===== config.mk =====
export PLATFORM = sky130hd
export DESIGN_NAME = spm_product_collector
export DESIGN_NICKNAME = d
export VERILOG_FILES = /design/src/rtl/spm_pkg.sv /design/src/rtl/spm_product_collector_flipflop.sv /design/src/rtl/spm_product_collector.sv
export SDC_FILE = /design/constraint.sdc
export NUM_CORES = 1
export LEC_CHECK = 0
export CAP_MARGIN = 20
export CORE_MARGIN = 8
export CORE_UTILIZATION = 50
export DETAILED_ROUTE_END_ITERATION = 10
export GPL_TIMING_DRIVEN = 0
export HOLD_SLACK_MARGIN = 0.02
export PLACE_DENSITY = 0.74
export SYNTH_ARGS = -nofsm -noshare
export SYNTH_HDL_FRONTEND = slang
export SYNTH_HIERARCHICAL = 1
export SYNTH_SLANG_ARGS = --single-unit

===== constraint.sdc =====
create_clock -name clk -period 2 [get_ports clk]
set_input_delay 0.4 -clock clk [delete_from_list [all_inputs] [get_ports clk]]
set_output_delay 0.4 -clock clk [all_outputs]
set_load 0.1 [all_outputs]

===== src/rtl/spm_pkg.sv =====
// spm_pkg: shared widths, state encoding and stream lag for the SPM product collector
package spm_pkg;
  localparam int PROD_W = 64;
  localparam int CNT_W = 7;
  localparam int CMP_LAG = 1;
  typedef enum logic [1:0] {
    IDLE = 2'd0,
    CAPTURE = 2'd1,
    HOLD = 2'd2
  } state_e;
endpackage


===== src/rtl/spm_product_collector_flipflop.sv =====
// FlipFlop: single-bit D flop with synchronous active-low clear
module FlipFlop (
  input  logic clk,
  input  logic rst,
  input  logic d,
  output logic q
);
  always_ff @(posedge clk)
    if (!rst) q <= 1'b0;
    else q <= d;
endmodule


===== src/rtl/spm_product_collector.sv =====
// spm_product_collector: aligns raw/complemented serial product streams and assembles a parallel product
module spm_product_collector #(
  parameter int PROD_W = spm_pkg::PROD_W,
  parameter int CNT_W = spm_pkg::CNT_W
) (
  input  logic              clk,
  input  logic              rst,
  input  logic              start,
  input  logic              neg,
  input  logic              raw_bit,
  input  logic              cmp_bit,
  output logic              busy,
  output logic              out_valid,
  input  logic              out_ready,
  output logic [PROD_W-1:0] product
);
  import spm_pkg::*;
  localparam logic [CNT_W-1:0] LAST = CNT_W'(PROD_W - 1);
  state_e state_q, state_d;
  logic [CNT_W-1:0] cnt_q, cnt_d;
  logic [PROD_W-1:0] sreg_q, sreg_d, prod_q, prod_d;
  logic neg_q, neg_d, raw_d, sel_bit;
  // raw stream delayed by one cycle to line up with the complementor output
  FlipFlop u_dly (.clk(clk), .rst(rst), .d(raw_bit), .q(raw_d));
  assign sel_bit = neg_q ? cmp_bit : raw_d;
  always_comb begin
    state_d = state_q;
    cnt_d = cnt_q;
    sreg_d = sreg_q;
    prod_d = prod_q;
    neg_d = neg_q;
    case (state_q)
      IDLE: if (start) begin
        state_d = CAPTURE;
        neg_d = neg;
        cnt_d = '0;
      end
      CAPTURE: begin
        sreg_d = {sel_bit, sreg_q[PROD_W-1:1]};
        cnt_d = cnt_q + 1'b1;
        if (cnt_q == LAST) begin
          prod_d = sreg_d;
          state_d = HOLD;
        end
      end
      HOLD: if (out_ready) state_d = IDLE;
      default: state_d = IDLE;
    endcase
  end
  always_ff @(posedge clk)
    if (!rst) begin
      state_q <= IDLE;
      cnt_q <= '0;
      sreg_q <= '0;
      prod_q <= '0;
      neg_q <= 1'b0;
    end else begin
      state_q <= state_d;
      cnt_q <= cnt_d;
      sreg_q <= sreg_d;
      prod_q <= prod_d;
      neg_q <= neg_d;
    end
  assign busy = (state_q == CAPTURE) || (state_q == HOLD);
  assign out_valid = state_q == HOLD;
  assign product = prod_q;
endmodule


# Word-level counts from Yosys, hierarchy flattened
# Index checks and enable logic that the tools add are counted.
# classes
add_sub_neg	1
reduce_logical	7
muxes	7
eq_ne	6
# op_table
cell	count
$pmux 7 s2	1
$add 7x1->7 const B	1
$eq 7x6->1 const B	1
$mux 7	1
$mux 2	3
$pmux 2 s3	1
$reduce_and 2->1	3
$ne 2x2->1 const B	2
$reduce_and 3->1	1
$eq 2x1->1 const B	1
$eq 2x2->1 const B	1
$logic_not 2->1	1
$ne 2x1->1 const B	1
$reduce_bool 2->1	1
$logic_or 1x1->1	1
$mux 1	1
# totals
word_cells	27
output_inout_bits	66
input_bits	7
ff_bits	139

# Longest topological paths before layout
# depth
depth_word	3
mapped_depth	8
mapped_depth_nobuf	6

# Hierarchy
# Netlist, hierarchy kept.
# by_module_without_submodules
module	cells_each	n_inst	area_each_um2	seq_area_each_um2
spm_product_collector	552	1	5241.3	2742.6
FlipFlop	2	1	26.3	20.0

# Worst setup path before layout
# Ideal clock, no wire load.
# synth_path
path_type	register -> register
startpoint	register state_q[0]
endpoint	register state_q[1]
synth_period_minus_slack_ns	1.983
slack_ns	0.017
required_time_ns	1.881
path_buffers	0
arrival_ns	1.865
stages_incl_launch_ff	7
setup_time_ns	0.119
path_cell_list	dfxtp_1 > inv_1 > ha_1 > inv_1 > o21ai_0 > nor2_1 > o221a_2
# synth_via
elab_chain_len	3
word_cells_on_any_way	8
classes_between	eq/ne: 5; mux: 1; reduce/logical: 2
# synth_rtl
element	line	source
from (decl)	spm_product_collector.sv:19	state_e state_q, state_d;
from (signal assigned)	spm_product_collector.sv:58	state_q <= state_d;
$eq 2x2->1 *	-	
via out_valid	spm_product_collector.sv:13	output logic out_valid,
$ne 2x1->1 (no source line)	-	
$reduce_and 3->1 (no source line)	-	
# The timed path passes the listed nets; every way through them passes the cells marked *.
# A chain may end at the register's enable or synchronous reset.

# Worst setup path in the final report
# layout_path
startpoint	register state_q[1]
endpoint	output port busy
# layout_via
elab_chain_len	2
word_cells_on_any_way	3
classes_between	eq/ne: 2; reduce/logical: 1
# layout_rtl
element	line	source
$eq 2x1->1 or $eq 2x2->1 (tied branches)	spm_product_collector.sv:64	assign busy = (state_q == CAPTURE) || (state_q == HOLD);
$logic_or 1x1->1 *	spm_product_collector.sv:64	
to (decl)	spm_product_collector.sv:12	output logic busy,
# Every way passes the cells marked *; elsewhere a longest branch is shown, timed or not.

==> metrics.md <==
| Metric | Value |
|---|---|
| CTS Buf Count | 17 |
| Clock transition at path regs | 0.06 ns |
| I/O pins | 73 |
| Crit start category | register |
| Starting Density | 51.25% |
| Rows | 37 |
| Global-route wire length before repair | 19.63 mm |
| Root Buffer | clkbuf_8 |
| Worst Path Class, Setup | reg2out |
| Final core utilization | 66.51% |
| H-tree depth | 4 |
| Arrival time worst endpoint | 1.50 ns |
| DP Worst Slack | -0.4665 ns |
| Fin crit share | 95.21% |
| Hold path depth | 2 |
| Setup ws final | 0.09589 ns |
| Largest net degree at the start of global routing | 17 |
| Synthesis-stage register bit count | 138 |
| Syn-to-layout area delta | 29.76% |
| Sink of the worst hold path | product[57]$_SDFFE_PN0P_ |
| CP Capture Type | output pin |
| Hold Startpoint | product[57]$_SDFFE_PN0P_ |
| Net count, final | 655 |
| Leakage | 0.002354 uW |
| Total of max-cap violations | 0 |
| Post-Syn Area | 5268 um^2 |
| Crit path max fanout | 3 |
| Total gr overflow | 0 |
| Vias in the first global route | 4,138 |
| Gr usage total | 16.55% |
| CP required | 1.60 ns |
| Dpl cell area | 6158 um^2 |
| Detailed Routing Iterations Pass 1 | 4 |
| Unrepaired setup endpoints after global routing | yes |
| Final hold vios | 0 |
| Final WL | 11.40 mm |
| DR WL/cell | 14.37 um |
| Hold Path Class | reg2reg |
| Power Dens Cells | 982.6 nW/um^2 |
| Slew HR | 60.46% |
| Final instance area | 6835 um^2 |
| Antenna diodes | 0 |
| DR iter-0 viols | 216 |
| Chip Width | 118.6 um |
| HPWL after DPL | 7.821 mm |
| Vias/cell | 5.129 |
| Layout cell share with drive strength beyond 1 | 19.03% |
| Total number of vias | 4,067 |
| Maximum clock path buffer count | 2 |
| Die H | 118.6 um |
| Setup Skew | 0.007454 ns |
| Register area share after synthesis | 52.45% |
| # setup viols final | 0 |
| Placeable Area | 10,280 um^2 |
| Die area | 14,080 um^2 |
| Clock Latency Late Sink | 0.52 ns |
| Outcome | finished clean |
| Post-Syn Area per Cell | 9.508 um^2 |
| Port-buffer cells | 72 |
| Post-route antenna net violation count | 0 |
| Fmax | 525.2 MHz |
| Reg2Reg Depth | 7 |
| Gate Count Post-Synth | 554 |
| Synth Net Count | 565 |
| Initial antenna violation count | 0 |
| Maximum VDD drop | 0.5362 mV |
| CP Cell Sequence | inv_1 -> ha_1 -> buf_4 |
| Overall Power | 6716 uW |
| Minimum clock period | 1.904 ns |
| R2r startpoint | state_q[1]$_SDFFE_PN0P_ |
| Synth unique cells | 33 |
| Clock sinks | 138 |
| R2r setup slk | 0.11 ns |
| Final Wtd Congestion | 0.7896 |
| Slew @ Worst Pin | 0.5959 ns |
| DRC | 0 |
| CP max stage cell | dfxtp_1 |
| Max-slew violations | 0 |
| TritonCTS clock tree | done |
| Slowest cell delay on critical path | 0.36 ns |
| Synth warn | 6 |
| Worst r2r dst | state_q[0]$_SDFFE_PN0P_ |
routing by layer:
layer | track usage, % | wire length [um] | vias to the layer above
met5 | 0 | 0 | -
met4 | 6.798 | 124 | 0
met3 | 4.760 | 464 | 12
met2 | 28.44 | 5663 | 67
met1 | 18.91 | 5143 | 1920
li1 | - | - | 2068
metrics by stage:
| step | cells | hold WS [ns] | setup TNS (ns) |
|---|---|---|---|
| floorplan | 554 | 0.4425 | 0 |
| global placement | 762 | 0.4384 | -18.94 |
| detailed placement | 762 | 0.4431 | -20.56 |
| CTS | 794 | 0.4392 | 0 |
| global route | 793 | 0.4611 | 0 |
| finish | 793 | 0.4454 | 0 |
critical path, delay by kind of cell (launching register included):
| kind | cells | cell delay (ns) |
|---|---|---|
| fa+ha+maj | 1 | 0.27 |
| buf+inv | 2 | 0.35 |
| flops | 1 | 0.36 |
report_power, final:
group	total (uW)	switching, uW	internal [uW]	leakage [uW]
Combinational	791	474	317	0.000961
Sequential	2800	22.2	2780	0.00111
Clock	3130	1180	1940	0.000281
cell families after synthesis:
group	after synthesis	synth area share [%]
AOI/OAI and AO/OA	81	8.433
xor gates and xnor gates	1	0.1663
adders and majority gates	4	0.9502
buffers and inverters	48	4.679
DFF	138	52.45
muxes	64	12.16
and+or+nand+nor	218	21.16
worst max path at each step:
stage,startpoint,end,slack [ns],depth (start not counted)
floorplan,state_q[0]$_SDFFE_PN0P_,state_q[1]$_SDFFE_PN0P_,0.02,6
global placement,rst,state_q[0]$_SDFFE_PN0P_,-0.42,6
detailed placement,rst,state_q[0]$_SDFFE_PN0P_,-0.47,6
CTS,state_q[1]$_SDFFE_PN0P_,cnt_q[3]$_SDFFE_PN0P_,0.01,6
global route,state_q[1]$_SDFFE_PN0P_,state_q[0]$_SDFFE_PN0P_,0.003,7
finish,state_q[1]$_SDFFE_PN0P_,busy,0.1,3
Yosys cell counts, drive strengths merged:
cell type  count  share of area [%]
nor4b          1               0.45
o311ai         1               0.17
a21boi         1               0.14
o21ai         69                6.6
nor2b         65                7.7
mux2i         64                 12
a21oi          2               0.19
nor2           2               0.14
buf           18                2.4
nand2b         3               0.36
and2           3               0.36
nor3           2               0.19
clkbuf        26                2.0
o211a          2               0.38
o41ai          1               0.17
o32ai          1               0.17
ha             4               0.95
dfxtp        138                 52
nand3         67                6.5
a32oi          1               0.17
o221a          1               0.21
inv            4               0.28
a22oi          1               0.14
xnor2          1               0.17
nand2         72                5.1
or3            3               0.36
o21a           1               0.14
flip-flops by register name, summed over array words and instances (netlist names):
register and flops:
u_dly/q 1, neg_q 1, state_q 2, sreg_q 63
cnt_q 7, product 64
placed cells by master, fill, tap and decap left out, drive strengths merged:
cell           count
a21boi             1
a21oi              2
a22oi              1
a32oi              1
and2               3
buf               19
bufinv             3
clkbuf            45
clkdlybuf4s15     64
clkdlybuf4s50      6
clkinv             4
clkinvlp           4
dfxtp            138
ha                 4
inv                6
mux2i             64
nand2             72
nand2b             3
nand3             67
nor2               2
nor2b             65
nor3               2
nor4b              1
o211a              2
o21a               1
o21ai             69
o221a              1
o311ai             1
o32ai              1
o41ai              1
or3                3
xnor2              1
final cells by class:
class	count	area, um^2
buffer	43	229.0
clock buffer	19	431.7
clock inverter	13	168.9
fill	834	3442
inverter	4	15.01
multi-input combinational	368	2262
sequential	138	2763
tap	136	170.2
timing repair buffer	72	795.8
repair_timing:
action,4_1_cts,5_1_grt
hold buffers,0,0
setup endpoints to repair,66,17
gates resized for setup,203,4
setup buffers,0,0
(Power assumes the default switching activity.)
